==> src/rtl/decode_packet.sv <==
// Receive-side packet decoder: checks flit sequence numbers, reassembles NUMBER_PACKET flits
// into a payload plus destination address, and presents the result with a valid/ready handshake.
module decode_packet #(
    parameter int DATA_WIDTH        = 1024,
    parameter int ADDR_WIDTH        = 10,
    parameter int DATA_DFX_WIDTH    = 1034,
    parameter int NUMBER_PACKET     = 19,
    parameter int AURORA_DATA_WIDTH = 64
) (
    input  logic                         clk,
    input  logic                         rst,
    input  logic                         fifo_valid_i,
    output logic                         fifo_ready_o,
    input  logic [AURORA_DATA_WIDTH-1:0] data_recv,
    output logic                         decode_valid_o,
    input  logic                         decode_ready_i,
    output logic [DATA_WIDTH-1:0]        data_decode_o,
    output logic [ADDR_WIDTH-1:0]        router_dst_addr_o,
    output logic [1:0]                   src_router_o,
    output logic [1:0]                   ttl_o,
    output logic                         decode_done,
    output logic                         decode_err
);

    localparam int HDR_W   = 9;
    localparam int SLICE_W = AURORA_DATA_WIDTH - HDR_W;
    localparam int LAST_W  = DATA_DFX_WIDTH - (NUMBER_PACKET - 1) * SLICE_W;
    localparam int CNT_W   = 5;
    localparam logic [CNT_W-1:0] LAST_PKT = CNT_W'(NUMBER_PACKET - 1);

    typedef enum logic [1:0] {StIdle, StCollect, StOutput} state_t;

    state_t                    state_q;
    logic [CNT_W-1:0]          exp_cnt_q;
    logic [DATA_DFX_WIDTH-1:0] dfx_q;
    logic [1:0]                src_q;
    logic [1:0]                ttl_q;
    logic                      valid_q;
    logic                      done_q;
    logic                      err_q;

    logic             accept;
    logic [CNT_W-1:0] pkt_num;
    logic [1:0]       flit_src;
    logic [1:0]       flit_ttl;
    logic             tail_pad_err;

    assign fifo_ready_o = !rst && (state_q != StOutput);
    assign accept       = fifo_valid_i && fifo_ready_o;
    assign pkt_num      = data_recv[6:2];
    assign flit_src     = data_recv[1:0];
    assign flit_ttl     = data_recv[8:7];
    // Last flit only carries LAST_W payload bits; anything above must be zero padding.
    assign tail_pad_err = |data_recv[AURORA_DATA_WIDTH-1:HDR_W+LAST_W];

    function automatic logic [DATA_DFX_WIDTH-1:0] put_slice(
        input logic [DATA_DFX_WIDTH-1:0]    cur,
        input logic [CNT_W-1:0]             slot,
        input logic [AURORA_DATA_WIDTH-1:0] flit
    );
        logic [DATA_DFX_WIDTH-1:0] r;
        r = cur;
        for (int k = 0; k < NUMBER_PACKET - 1; k++) begin
            if (slot == CNT_W'(k)) begin
                r[k*SLICE_W +: SLICE_W] = flit[AURORA_DATA_WIDTH-1:HDR_W];
            end
        end
        if (slot == LAST_PKT) begin
            r[DATA_DFX_WIDTH-1 -: LAST_W] = flit[HDR_W +: LAST_W];
        end
        return r;
    endfunction

    always_ff @(posedge clk) begin
        if (rst) begin
            state_q   <= StIdle;
            exp_cnt_q <= '0;
            dfx_q     <= '0;
            src_q     <= '0;
            ttl_q     <= '0;
            valid_q   <= 1'b0;
            done_q    <= 1'b0;
            err_q     <= 1'b0;
        end else begin
            done_q <= 1'b0;
            err_q  <= 1'b0;
            unique case (state_q)
                StIdle: begin
                    if (accept) begin
                        if (pkt_num == '0) begin
                            dfx_q     <= put_slice(dfx_q, '0, data_recv);
                            src_q     <= flit_src;
                            ttl_q     <= flit_ttl;
                            exp_cnt_q <= CNT_W'(1);
                            state_q   <= StCollect;
                        end else begin
                            err_q <= 1'b1;
                        end
                    end
                end
                StCollect: begin
                    if (accept) begin
                        if (pkt_num == exp_cnt_q && flit_src == src_q) begin
                            dfx_q <= put_slice(dfx_q, exp_cnt_q, data_recv);
                            if (exp_cnt_q == LAST_PKT) begin
                                state_q   <= StOutput;
                                exp_cnt_q <= '0;
                                valid_q   <= 1'b1;
                                err_q     <= tail_pad_err;
                            end else begin
                                exp_cnt_q <= exp_cnt_q + 1'b1;
                            end
                        end else begin
                            err_q <= 1'b1;
                            // A stray flit 0 is treated as the start of a fresh packet.
                            if (pkt_num == '0) begin
                                dfx_q     <= put_slice(dfx_q, '0, data_recv);
                                src_q     <= flit_src;
                                ttl_q     <= flit_ttl;
                                exp_cnt_q <= CNT_W'(1);
                            end else begin
                                state_q   <= StIdle;
                                exp_cnt_q <= '0;
                            end
                        end
                    end
                end
                StOutput: begin
                    if (decode_ready_i) begin
                        valid_q <= 1'b0;
                        done_q  <= 1'b1;
                        state_q <= StIdle;
                    end
                end
                default: state_q <= StIdle;
            endcase
        end
    end

    assign decode_valid_o    = valid_q;
    assign data_decode_o     = dfx_q[DATA_DFX_WIDTH-1:ADDR_WIDTH];
    assign router_dst_addr_o = dfx_q[ADDR_WIDTH-1:0];
    assign src_router_o      = src_q;
    assign ttl_o             = ttl_q;
    assign decode_done       = done_q;
    assign decode_err        = err_q;

endmodule

==> config.mk <==
export PLATFORM = sky130hd
export DESIGN_NAME = decode_packet
export DESIGN_NICKNAME = d
export VERILOG_FILES = /design/src/rtl/decode_packet.sv
export SDC_FILE = /design/constraint.sdc
export NUM_CORES = 2
export LEC_CHECK = 0
export CORE_AREA = 2 2 435 437
export CTS_CLUSTER_SIZE = 30
export DETAILED_ROUTE_END_ITERATION = 12
export DIE_AREA = 0 0 437 439
export DONT_BUFFER_PORTS = 1
export PLACE_DENSITY_LB_ADDON = 0.2
export REMOVE_ABC_BUFFERS = 1
export SLEW_MARGIN = 20
export SYNTH_ARGS = -nofsm -noshare
export SYNTH_HDL_FRONTEND = slang
export SYNTH_SLANG_ARGS = --single-unit
==> constraint.sdc <==
create_clock -name clk -period 3.57 [get_ports clk]
set_clock_uncertainty 0.05 [all_clocks]
set_input_delay 0.714 -clock clk [delete_from_list [all_inputs] [get_ports clk]]
set_output_delay 0.714 -clock clk [all_outputs]
set_load 0.03 [all_outputs]
==> impl_metrics.py <==
metrics = {
    "outcome": {
        "outcome": "finished clean",
    },
    "timing": {
        "max-slew-margin-rel_pct": 22.1,
        "clock.fmax_mhz": 300,
        "timing.final.crit_period_ns": 3.34,
        "worst_pin_slew_ns": 1.16,
        "setup_tns_ns": 0,
        "final-hold-violation-count": 0,
        "min_period_over_period_pct": 93.4,
        "setup_viol": 0,
        "rsz0062_at_grt": "false",
        "slew_viol_final": 0,
        "fin_ws_ns": 0.234,
    },
    "synth": {
        "yosysSeqAreaShare_pct": 52.6,
        "synth_area_per_cell_um2": 8.26,
        "synth-simple-area-share_pct": 24.9,
        "synth-compound-area-share_pct": 12.9,
        "synth-seq-cells": 1048,
        "synth_top_area_share_pct": 52.6,
        "yosysWarnings": 0,
        "ys.flop_type": "dfxtp_1",
        "synthArstFlopShare_pct": 0,
        "yosys.area.top_type": "dfxtp_1",
        "ys_top_cells_by_count": "dfxtp_1 (1048), a21oi_1 (999), nand2_1 (988), nand3_1 (988), buf_2 (260)",
        "yosysMostFrequentCell": "dfxtp_1",
        "syn_inst": 4828,
        "ys_top_cells_by_area": "dfxtp_1 (53%), a21oi_1 (13%), nand3_1 (12%)",
        "syn_area_um2": 39900,
        "synth_edf_count": 0,
        "synth_top_family_by_area": "simple AND/OR/NAND/NOR gates",
        "synth_adder_area_share_pct": 0.157,
        "synthDistinctLibCells": 42,
        "synth-xor-area-share_pct": 0.173,
        "yosys-mux-area-fraction_pct": 1.48,
    },
    "setup_path": {
        "worstPathCellList": "buf_16 -> buf_16 -> nand3b_1 -> buf_4 -> or4_4 -> buf_4 -> nand2_1 -> a21oi_1 -> dlygate4sd3_1",
        "slowest_stage": "dlygate4sd3_1",
        "cpPeakStageDelay_ns": 0.57,
        "start_kind": "primary input",
        "critPathKind": "in -> reg",
        "worstPathRequired_ns": 4.25,
        "endpoint_kind": "flip-flop",
        "cp.arrival_ns": 4.02,
        "crit_fanout": 183,
    },
    "global_routing": {
        "grt-ovfl-total": 0,
        "grt.total_usage_pct": 20.3,
        "grt_pass1_vias": 33100,
        "use_met1_pct": 23.6,
        "use_met2_pct": 33.9,
        "grt_pass1_wl_um": 279000,
        "top_usage_layer": "met2",
        "use_met3_pct": 5.78,
        "grt_max_degree": 1026,
        "antenna_found_initial": 11,
    },
    "placed_design": {
        "dp_slack_ns": 0.412,
        "dp_cells": 6877,
        "dp_hpwl_um": 124000,
        "placed_area_um2": 41500,
        "gp_congestion": 0.790,
        "io_buffers": 0,
    },
    "detailed_routing": {
        "post_drt_wl_per_cell_um": 28.8,
        "num_vias": 35300,
        "routed_wl_um": 207000,
        "drc": 0,
        "vias_per_cell": 4.93,
        "ant_nets": 0,
        "drt_iter0_drc": 3911,
        "dr.pass1.iters": 6,
    },
    "layout": {
        "fillCellCount": 20200,
        "fin_area_um2": 46400,
        "finalNonFillerCells": 7170,
        "final-seq-area_um2": 21000,
        "syn_to_final_growth_pct": 16.4,
        "multi_input_area_um2": 15900,
        "drive_gt1_share_pct": 8.05,
        "nNetsFinal": 4653,
    },
    "die": {
        "io_pins": 1110,
        "die_h_um": 439,
        "start_util_pct": 21.3,
        "core_um2": 187000,
        "die_w_um": 437,
        "rows": 159,
        "die_area_um2": 192000,
    },
    "cts": {
        "worstSkewPairLatency_ns": 0.74,
        "clockBufferDepth": 3,
        "cts_tree": "built",
        "cts_repair_resize_count": 0,
        "clk_pin_slew_ns": 0.06,
        "cts_buffers": 120,
        "cts_sinks": 1048,
        "htree_levels": 3,
        "cts_setup_buffers": 0,
        "cts_root_buffer": "clkbuf_16",
    },
    "pwr": {
        "ir_drop_uv": 409,
        "pwr-share-clk_pct": 50.0,
        "pwr-share-seq_pct": 47.3,
        "p_leak_nw": 14.2,
        "pwr-share-comb_pct": 2.7,
        "power_density_nw_per_um2": 534,
        "swShare_pct": 23.9,
        "switchingPower_w": 0.00592,
        "p_int_w": 0.0189,
    },
    "run": {
        "drv_cap": 0,
    },
    "hold_path": {
        "hold_class": "in -> reg",
    },
}
-- power by group through the flow --
stage | clock [W] | sequential, W | combinational [W]
finish | 0.0124 | 0.0117 | 0.000681
floorplan | 0 | 0.0120 | 0.0000666
CTS | 0.0127 | 0.0117 | 0.000460
detailed placement | 0 | 0.0120 | 0.0000863
global route | 0.0131 | 0.0117 | 0.000708
global placement | 0 | 0.0120 | 0.0000853
-- worst max-delay path: cells and delay by family --
kind / cells / cell delay, ns
AOI/OAI and AO/OA: 1 / 0.15
buffers and inverters: 5 / 2.12
and+or+nand+nor: 3 / 0.50
-- area by class of cell --
cell class / instances / share of cell area [%]
diodes: 6 / 0.0324
clock buffers: 183 / 7.55
clock inverters: 28 / 0.782
inverters: 5 / 0.0404
multi-input cells: 3218 / 34.2
flip-flops and latches: 1048 / 45.2
well taps: 2495 / 6.73
repair buffers: 187 / 5.45
-- metrics by stage --
| stage | hold slack (ns) | util (%) | total power (W) |
|---|---|---|---|
| floorplan | 0.401 | - | 0.0120 |
| global placement | 0.484 | 22.2 | 0.0121 |
| detailed placement | 0.497 | 22.2 | 0.0121 |
| CTS | 0.000686 | 24.7 | 0.0249 |
| global route | 0.0239 | 24.8 | 0.0255 |
| finish | 0.0592 | 24.8 | 0.0248 |
-- cell usage in the layout (no fill, tap or decap), types with 6 or more instances in the layout --
cell type	synthesis	layout
nor4_4	17	17
nor2b_1	38	38
mux2_2	25	25
a21oi_1	999	999
diode_2	0	6
buf_12	0	67
a31oi_1	7	7
clkbuf_16	0	122
or4_4	0	17
clkbuf_1	205	38
buf_16	0	7
dlygate4sd3_1	0	52
mux2i_1	24	24
clkinv_2	0	11
xnor2_1	6	6
nor2_1	7	7
nand2b_1	50	50
dfxtp_1	1048	1048
nand3_1	988	987
buf_4	5	59
o21ai_0	8	8
mux2_1	6	6
nand2_1	988	988
clkbuf_8	0	24
inv_6	0	6
-- repair_timing --
item                                    4_1_cts  5_1_grt
endpoints found under the hold margin      1014       96
endpoints found under the setup margin        0        1
hold buffers                                 67        2
-- path summary, 6_finish.rpt --
path	startpoint	end	slack, ns	depth (start not counted)
max	rst	dfx_q[239]	0.23	9
min	rst	dfx_q[23]	0.06	2
max reg2reg	exp_cnt_q[3]	dfx_q[239]	0.31	8
min reg2reg	exp_cnt_q[1]	exp_cnt_q[1]	0.52	2
-- routing by layer --
metal  vias up  part of all wire, %  wire (um)
met1     17300                   38      79000
met5         -                0.022         45
li1      15900                    -          -
met2      1668                   48      99200
met3       422                  8.5      17700
met4         6                  5.3      10900
-- flip-flops by register name, indices dropped and copies added, names as in the netlist --
signal          count
decode_valid_o      1
src_router_o        2
decode_err          1
ttl_o               2
dfx_q            1034
exp_cnt_q           5
state_q             2
decode_done         1
-- logic make-up after synthesis --
| group | after synthesis |
|---|---|
| AO/OA/AOI/OAI | 1021 |
| XOR/XNOR | 7 |
| adder cells (fa/ha/maj) | 5 |
| buffers and inverters | 562 |
| flip-flops | 1048 |
| multiplexers | 55 |
| AND/OR/NAND/NOR | 2130 |
Note: power is estimated with default switching activity, not from simulation.
